===== config.mk =====
export PLATFORM = sky130hd
export DESIGN_NAME = pc_sequencer
export DESIGN_NICKNAME = d
export VERILOG_FILES = /design/src/rtl/pc_sequencer.sv
export SDC_FILE = /design/constraint.sdc
export NUM_CORES = 1
export LEC_CHECK = 0
export ABC_AREA = 1
export BUFFER_PORTS_ARGS = -buffer_cell sky130_fd_sc_hd__buf_2
export CORE_ASPECT_RATIO = 0.8
export CORE_MARGIN = 3
export CORE_UTILIZATION = 40
export CTS_CLUSTER_DIAMETER = 60
export DETAILED_ROUTE_END_ITERATION = 8
export GPL_TIMING_DRIVEN = 0
export SLEW_MARGIN = 20
export SYNTH_ARGS = -nofsm -noshare
export SYNTH_HDL_FRONTEND = slang
export SYNTH_SLANG_ARGS = --single-unit

===== constraint.sdc =====
create_clock -name clk -period 2.9 [get_ports clk]
set_input_delay 0.435 -clock clk [delete_from_list [all_inputs] [get_ports clk]]
set_output_delay 0.435 -clock clk [all_outputs]
set_load 0.1 [all_outputs]

===== src/rtl/pc_sequencer.sv =====
// rtl/pc_sequencer.sv - PC sequencer with run-control FSM, jump LUT and return stack
module pc_sequencer #(
  parameter int PC_W        = 10,
  parameter int START_PC    = 0,
  parameter int STACK_DEPTH = 4
) (
  input  logic                           clk,
  input  logic                           rst_n,
  input  logic                           start,
  input  logic                           done_i,
  input  logic                           stall,
  input  logic                           jmp_rel_en,
  input  logic [7:0]                     jmp_off,
  input  logic                           ljp_en,
  input  logic [1:0]                     ljp_sel,
  input  logic                           call_en,
  input  logic [PC_W-1:0]                call_tgt,
  input  logic                           ret_en,
  input  logic                           lut_we,
  input  logic [1:0]                     lut_widx,
  input  logic [PC_W-1:0]                lut_wdata,
  output logic [PC_W-1:0]                pc,
  output logic                           fetch_en,
  output logic                           running,
  output logic                           done_o,
  output logic                           fault,
  output logic [$clog2(STACK_DEPTH):0]   sp
);

  localparam int IDX_W = $clog2(STACK_DEPTH);
  localparam int SP_W  = IDX_W + 1;

  typedef enum logic [1:0] {S_IDLE, S_RUN, S_HALT, S_FAULT} state_t;

  state_t          r_state, w_state_nxt;
  logic [PC_W-1:0] r_pc, w_pc_nxt;
  logic [SP_W-1:0] r_sp, w_sp_nxt;
  logic [PC_W-1:0] r_lut   [4];
  logic [PC_W-1:0] r_stack [STACK_DEPTH];
  logic            w_push;

  logic [PC_W-1:0]  w_pc_inc;
  logic [PC_W-1:0]  w_off_ext;
  logic [IDX_W-1:0] w_top_idx;

  assign w_pc_inc  = r_pc + PC_W'(1);
  assign w_off_ext = {{(PC_W-8){jmp_off[7]}}, jmp_off};
  assign w_top_idx = IDX_W'(r_sp - SP_W'(1));

  // State register
  always_ff @(posedge clk or negedge rst_n) begin
    if (!rst_n) r_state <= S_IDLE;
    else        r_state <= w_state_nxt;
  end

  // Next state and next PC/SP selection; strobes only matter in RUN without stall
  always_comb begin
    w_state_nxt = r_state;
    w_pc_nxt    = r_pc;
    w_sp_nxt    = r_sp;
    w_push      = 1'b0;
    case (r_state)
      S_RUN: begin
        if (!stall) begin
          if (done_i) begin
            w_state_nxt = S_HALT;
          end else if (ret_en) begin
            if (r_sp == '0) begin
              w_state_nxt = S_FAULT;
            end else begin
              w_pc_nxt = r_stack[w_top_idx];
              w_sp_nxt = r_sp - SP_W'(1);
            end
          end else if (call_en) begin
            if (r_sp == SP_W'(STACK_DEPTH)) begin
              w_state_nxt = S_FAULT;
            end else begin
              w_push   = 1'b1;
              w_sp_nxt = r_sp + SP_W'(1);
              w_pc_nxt = call_tgt;
            end
          end else if (ljp_en) begin
            w_pc_nxt = r_lut[ljp_sel];
          end else if (jmp_rel_en) begin
            w_pc_nxt = r_pc + w_off_ext;
          end else begin
            w_pc_nxt = w_pc_inc;
          end
        end
      end
      default: begin
        if (start) begin
          w_state_nxt = S_RUN;
          w_pc_nxt    = PC_W'(START_PC);
          w_sp_nxt    = '0;
        end
      end
    endcase
  end

  // PC and stack pointer registers
  always_ff @(posedge clk or negedge rst_n) begin
    if (!rst_n) begin
      r_pc <= PC_W'(START_PC);
      r_sp <= '0;
    end else begin
      r_pc <= w_pc_nxt;
      r_sp <= w_sp_nxt;
    end
  end

  // Return stack: push the address after the call site
  always_ff @(posedge clk or negedge rst_n) begin
    if (!rst_n) begin
      for (int i = 0; i < STACK_DEPTH; i++) r_stack[i] <= '0;
    end else if (w_push) begin
      r_stack[r_sp[IDX_W-1:0]] <= w_pc_inc;
    end
  end

  // Jump-target LUT, writable in any state; same-cycle reads see the old value
  always_ff @(posedge clk or negedge rst_n) begin
    if (!rst_n) begin
      for (int i = 0; i < 4; i++) r_lut[i] <= '0;
    end else if (lut_we) begin
      r_lut[lut_widx] <= lut_wdata;
    end
  end

  assign pc       = r_pc;
  assign sp       = r_sp;
  assign fetch_en = (r_state == S_RUN);
  assign running  = (r_state == S_RUN);
  assign done_o   = (r_state == S_HALT) || (r_state == S_FAULT);
  assign fault    = (r_state == S_FAULT);

endmodule

==> reports/metrics.cfg, run 1 <==
[status]
status=complete, no violations

[worst_setup_path]
r2r-end=r_stack[19]
worst-r2r-setup-slack_ns=0.22
critical_path_class=reg2reg
worst_r2r_path_depth=12
crit_required_ns=3.13
cp-end-kind=flip-flop
crit_path_max_fanout=11
r2r-start=sp[0]
start_kind=flip-flop
crit_arrival_ns=2.91

[synthesis]
synthArstFlopShare_pct=100.0
syn_avg_cell_area_um2=7.582
ys_seq_area_share_pct=43.67
yosys_register_bits=95
synth_top_area_cell=dfrtp_1
synth-edff-count=0
syn_area_um2=5444
synth_flop_cell=dfrtp_1
synth_area_leaders=dfrtp_1 (44%), nand2_1 (15%), o21ai_0 (7.3%)
synth_nets=777
synth_cell_types=37
synth_top_area_share_pct=43.67
yosys_warnings=0
netlist_instances=718

[timing]
max_freq_mhz=373.0
rsz0062_at_grt=false
fin_skew_ns=0.007206
fin_crit_sh_pct=92.45
final.min_clock_period_ns=2.681
tightest_slew_ns=0.6250
setup-tns-final_ns=0
hold_violations=0
timing.hold.ws_ns=0.3856
slew_violations=0
relSlewSlack_pct=58.33
setup_viol=0

[cells_and_area]
nets=847
drive_gt1_share_pct=13.76
antennaDiodeCount=0
areaGrowthSynthToFinish_pct=14.94

[clock_tree]
cts-root-buf=clkbuf_16
clock-sinks=95
cts_resized=0
numCtsBuffers=9
clk_latency_ns=0.35
htreeDepth=3
cts_tree=yes
postCtsHoldBufs=1
cts_setup_buffers=0
clk_path_buf_depth=2
cts.clk_slew.worst_paths_ns=0.07

[grt]
grt_max_degree=59
grt_overflow=0
grt_use_total_pct=22.67
grt_pass1_wl_um=25800
grt_pass1_vias=4901
grt_antenna_before_repair=0

[die]
fp-row-count=37
die_area_um2=15050
die_h_um=110.3
core-area_um2=13100
pin_count=59
start_util_pct=41.55
die_x_um=136.4

[worst_hold_path]
hp-class=in2reg
whs_endpoint=r_lut[21]
hold_depth=3
hold_start=lut_wdata[1]

[detailed_routing]
dr.pass1.iters=5
routedWlPerCell_um=16.67
vias=5178
drcViolationCount=0
vias_per_cell=5.355
route.final.wire_length_um=16120
postRouteAntennaNets=0
drtIter0Drc=500

[pwr]
power.density_nw_per_um2=1058
power_leakage_nw=3.244
peakVddDrop_mv=0.7299

[placed_design]
gp_congestion=0.9027
dp_hpwl_um=11870
portBuffers=57

[flow_run]
cap_violations=0

-- sequential cells by signal, indices dropped and copies added, names as in the netlist --
signal / count
pc: 10
r_lut: 40
r_stack: 40
r_state: 2
sp: 3
-- stage by stage --
stage / cells / total power, mW / setup slack [ns] / instance area [µm²] / utilization (%)
detailed placement: 951 / 5.510 / 0.2669 / 5983 / 45.67
finish: 967 / 6.622 / 0.2189 / 6257 / 47.76
global route: 967 / 7.113 / 0.01271 / 6257 / 47.76
CTS: 967 / 6.618 / 0.2437 / 6257 / 47.76
floorplan: 718 / 4.648 / 0.2492 / 5445 / -
global placement: 950 / 5.434 / 0.2500 / 5949 / 45.41
-- placed cells by master, fill, tap and decap left out, drive strengths merged, types with 3 or more instances in the layout --
cell	n
a22oi	3
inv	71
a31oi	3
nand2	222
dfrtp	95
nand3	35
clkbuf	27
o221ai	3
xor2	3
buf	69
nand3b	3
a21oi	28
o22ai	7
nand4	4
nor2	66
clkinv	4
xnor2	3
o21bai	3
o21ai	110
nor3	3
ha	16
o211ai	5
-- synth_stat cells, types with 2 or more instances --
cell and instances:
nand2_1 214, dfrtp_1 95, o21ai_0 79, inv_1 68, nor2_1 63, nand3_1 35, a21oi_1 28, o21ai_1 20
clkbuf_1 17, ha_1 16, o21ai_2 11, nand2_4 8, o22ai_1 7, buf_2 5, buf_6 5, o211ai_1 5
nand4_1 4, a22oi_1 3, a31oi_1 3, nand3b_1 3, o21bai_1 3, o221ai_1 3, xnor2_1 3, xor2_1 3
a32oi_1 2, nor2_4 2, nor3_1 2, nor3b_1 2
-- worst max-delay path, stage by stage (launching register included) --
cell and delay, ns:
dfrtp_2 0.39, buf_2 0.24, inv_1 0.18, buf_2 0.24
ha_1 0.29, ha_1 0.25, nor3_1 0.33, nand2_4 0.10
inv_6 0.10, nand2_4 0.12, buf_6 0.19, nand2_1 0.06
o21ai_0 0.07
-- cell families (layout without fill, tap and decap cells) --
group | Yosys count | after routing | synth area share, %
and+or+nand+nor | 335 | 335 | 26.27
AOI/OAI and AO/OA | 166 | 166 | 17.21
DFF | 95 | 95 | 43.67
xor gates and xnor gates | 6 | 6 | 0.9655
buffers and inverters | 99 | 173 | 7.837
adders and majority gates | 17 | 17 | 4.045
-- where the power goes --
group / total, mW / switching (mW) / internal [mW]
combinational: 3.47 / 2.53 / 0.938
clock: 1.08 / 0.504 / 0.578
sequential: 2.07 / 0.361 / 1.71
-- per-layer routing --
metal	global-route usage [%]	up-vias	part of all wire (%)
met5	0	-	0
met4	5.036	0	0.78
met3	5.535	10	7.5
met2	33.32	188	43
met1	33.78	2502	49
li1	-	2478	-
-- final cells by class --
cell class	count	area (µm²)
Buffer	28	152.6
Clock buffer	10	229.0
Clock inverter	5	35.03
Fill cell	1304	6844
Inverter	71	274.0
Multi-Input combinational cell	524	2640
Sequential cell	95	2379
Tap cell	175	219.0
Timing Repair Buffer	59	329.1
-- worst max path at each step --
stage                             end  cells past startpoint  startpoint
final                     r_stack[19]                     12       sp[0]
after global placement          sp[0]                      1       rst_n
after global routing      r_stack[19]                     12       sp[0]
after CTS                 r_stack[19]                     12       sp[0]
after floorplan            r_stack[8]                     12       sp[0]
after detailed placement  r_stack[19]                     12       sp[0]
No activity file was read; power rests on OpenSTA's default activity.
==> inputs of run 2 (changes only) <==
--- a/config.mk
+++ b/config.mk
@@ -13,6 +13,7 @@
 export CTS_CLUSTER_DIAMETER = 60
 export DETAILED_ROUTE_END_ITERATION = 8
 export GPL_TIMING_DRIVEN = 0
+export PLACE_DENSITY = 0.67
 export SLEW_MARGIN = 20
 export SYNTH_ARGS = -nofsm -noshare
 export SYNTH_HDL_FRONTEND = slang
==> reports/metrics.cfg, run 2 (synthesized netlist as in run 1, its figures left out) <==
[pwr]
power.density_nw_per_um2=1075  ; +1.6%
seqPwrFrac_pct=30.2  ; -1.1 points
power_frac_clock_pct=19.0  ; +2.7 points
comb_power_share_pct=50.8  ; -1.6 points
power.share.switching_pct=49.72  ; -1.5 points
total_power_mw=6.788  ; +2.5%
p_sw_mw=3.375  ; -0.58%
p_int_mw=3.413  ; +5.8%
peakVddDrop_mv=0.8079  ; +11%
power_leakage_nw=3.274  ; +0.94%

[worst_setup_path]
crit_arrival_ns=2.90  ; about the same
r2r-end=r_stack[19]
worst-r2r-setup-slack_ns=0.24  ; +0.02 ns
worst_r2r_path_depth=12  ; unchanged
critical_path_class=reg2reg
start_kind=flip-flop
crit_required_ns=3.13  ; about the same
crit_chain=buf_2 -> inv_1 -> buf_2 -> ha_1 -> ha_1 -> nor3_2 -> nand2_4 -> inv_6 -> nand2_4 -> buf_6 -> nand2_1 -> o21ai_0
cp-end-kind=flip-flop
r2r-start=sp[0]
critPathMaxStageDelay_ns=0.40  ; about the same
cp_slowest_cell=dfrtp_2
crit_path_max_fanout=11  ; unchanged

[timing]
setup-tns-final_ns=0  ; unchanged
hold_violations=0  ; unchanged
max_freq_mhz=375.3  ; +0.63%
fin_skew_ns=0.005814  ; -0.001392 ns
rsz0062_at_grt=false
relSlewSlack_pct=58.28  ; about the same
final.min_clock_period_ns=2.664  ; -0.01670 ns
timing.hold.ws_ns=0.007957  ; -0.3776 ns
tightest_slew_ns=0.6258  ; +0.0007665 ns
setup_viol=0  ; unchanged
slew_violations=0  ; unchanged
fin_crit_sh_pct=91.88  ; -0.58 points

[placed_design]
gp_congestion=0.9053  ; +0.29%
portBuffers=57  ; unchanged
placed_area_um2=5983  ; unchanged
dp_hpwl_um=11380  ; -4.1%

[clock_tree]
clk_latency_ns=0.35  ; about the same
htreeDepth=3  ; unchanged
cts.clk_slew.worst_paths_ns=0.07  ; about the same
numCtsBuffers=9  ; unchanged
postCtsHoldBufs=0  ; -1
clock-sinks=95  ; unchanged
cts-root-buf=clkbuf_16
clk_path_buf_depth=2  ; unchanged
cts_tree=yes

[cells_and_area]
nets=846  ; -0.12%
areaGrowthSynthToFinish_pct=15.95
drive_gt1_share_pct=14.14  ; +0.38 points
final_cell_mix=nand2_1 (214), dfrtp_1 (94), o21ai_0 (79)
antennaDiodeCount=0  ; unchanged
fillers=1304  ; unchanged
fin_area_um2=6312  ; +0.88%
final_common_cell=nand2_1

[grt]
grt_antenna_before_repair=0  ; unchanged
grt_pass1_vias=4838  ; -1.3%
grt_pass1_wl_um=25520  ; -1.1%
grt_overflow=0  ; unchanged
grt_max_degree=49  ; -17%
grt_use_total_pct=22.20  ; -0.46 points

[status]
status=complete, no violations

[flow_run]
cap_violations=0  ; unchanged

[detailed_routing]
routedWlPerCell_um=16.18  ; -2.9%
vias_per_cell=5.231  ; -2.3%
drtIter0Drc=477  ; -4.6%
vias=5058  ; -2.3%
drcViolationCount=0  ; unchanged
postRouteAntennaNets=0  ; unchanged
route.final.wire_length_um=15650  ; -2.9%
dr.pass1.iters=5  ; unchanged

[die]
core-area_um2=13100  ; unchanged
die_area_um2=15050  ; unchanged
start_util_pct=41.55  ; unchanged
fp-row-count=37  ; unchanged
die_x_um=136.4  ; unchanged
pin_count=59  ; unchanged
die_h_um=110.3  ; unchanged

[worst_hold_path]
hp-class=in2async

-- run 2: worst max-delay path by stage --
stage	from	end	slack, ns	cells after the start
final	sp[0]	r_stack[19]	0.24	12
after CTS	sp[0]	r_stack[19]	0.18	12
after global routing	sp[0]	r_stack[17]	0.08	12
after detailed placement	sp[0]	r_stack[19]	0.19	12
after global placement	sp[0]	r_stack[19]	0.17	12
after floorplan	sp[0]	r_stack[8]	0.25	12
-- run 2: final cells by class --
| cell class | count | area (µm²) | area share [%] |
|---|---|---|---|
| timing repair buffer | 58 | 319.1 | 5.055 |
| multi-input combinational | 524 | 2645 | 41.90 |
| tap | 175 | 219.0 | 3.469 |
| buffer | 28 | 153.9 | 2.438 |
| sequential | 95 | 2379 | 37.68 |
| clock inverter | 6 | 93.84 | 1.487 |
| clock buffer | 10 | 229.0 | 3.627 |
| inverter | 71 | 274.0 | 4.341 |
-- run 2: power groups by stage --
| stage | Sequential (mW) | Combinational (mW) | Clock [mW] |
|---|---|---|---|
| final | 2.05 | 3.45 | 1.29 |
| after global routing | 2.10 | 3.82 | 1.37 |
| after CTS | 2.04 | 3.43 | 1.32 |
| after detailed placement | 2.06 | 3.42 | 0 |
| after global placement | 2.06 | 3.36 | 0 |
| after floorplan | 2.60 | 2.05 | 0 |
-- run 2: repair_timing --
item / in CTS / in global routing
resized for setup: 0 / 3
setup buffers: 0 / 0
endpoints found under the setup margin: 0 / 6
-- run 2: stage by stage --
step                      utilization [%]  setup slack [ns]  instances
final                               48.18            0.2356        967
after global routing                48.18           0.07664        967
after CTS                           48.13            0.1781        967
after detailed placement            45.67            0.1891        951
after global placement              45.41            0.1706        950
after floorplan                         -            0.2492        718
-- run 2: worst max-delay path, delay by kind of cell, from the launching register on --
family | cells | cell delay, ns
AND/OR/NAND/NOR | 4 | 0.54
buffers and inverters | 5 | 0.98
adder cells (fa/ha/maj) | 2 | 0.55
flip-flops | 1 | 0.40
AO/OA/AOI/OAI | 1 | 0.07
-- run 2: layer usage --
| metal | share of wire, % | GRT usage, % |
|---|---|---|
| met1 | 49 | 33.23 |
| met4 | 1.6 | 6.331 |
| met5 | 0 | 0 |
| met2 | 42 | 31.45 |
| met3 | 8.2 | 5.853 |
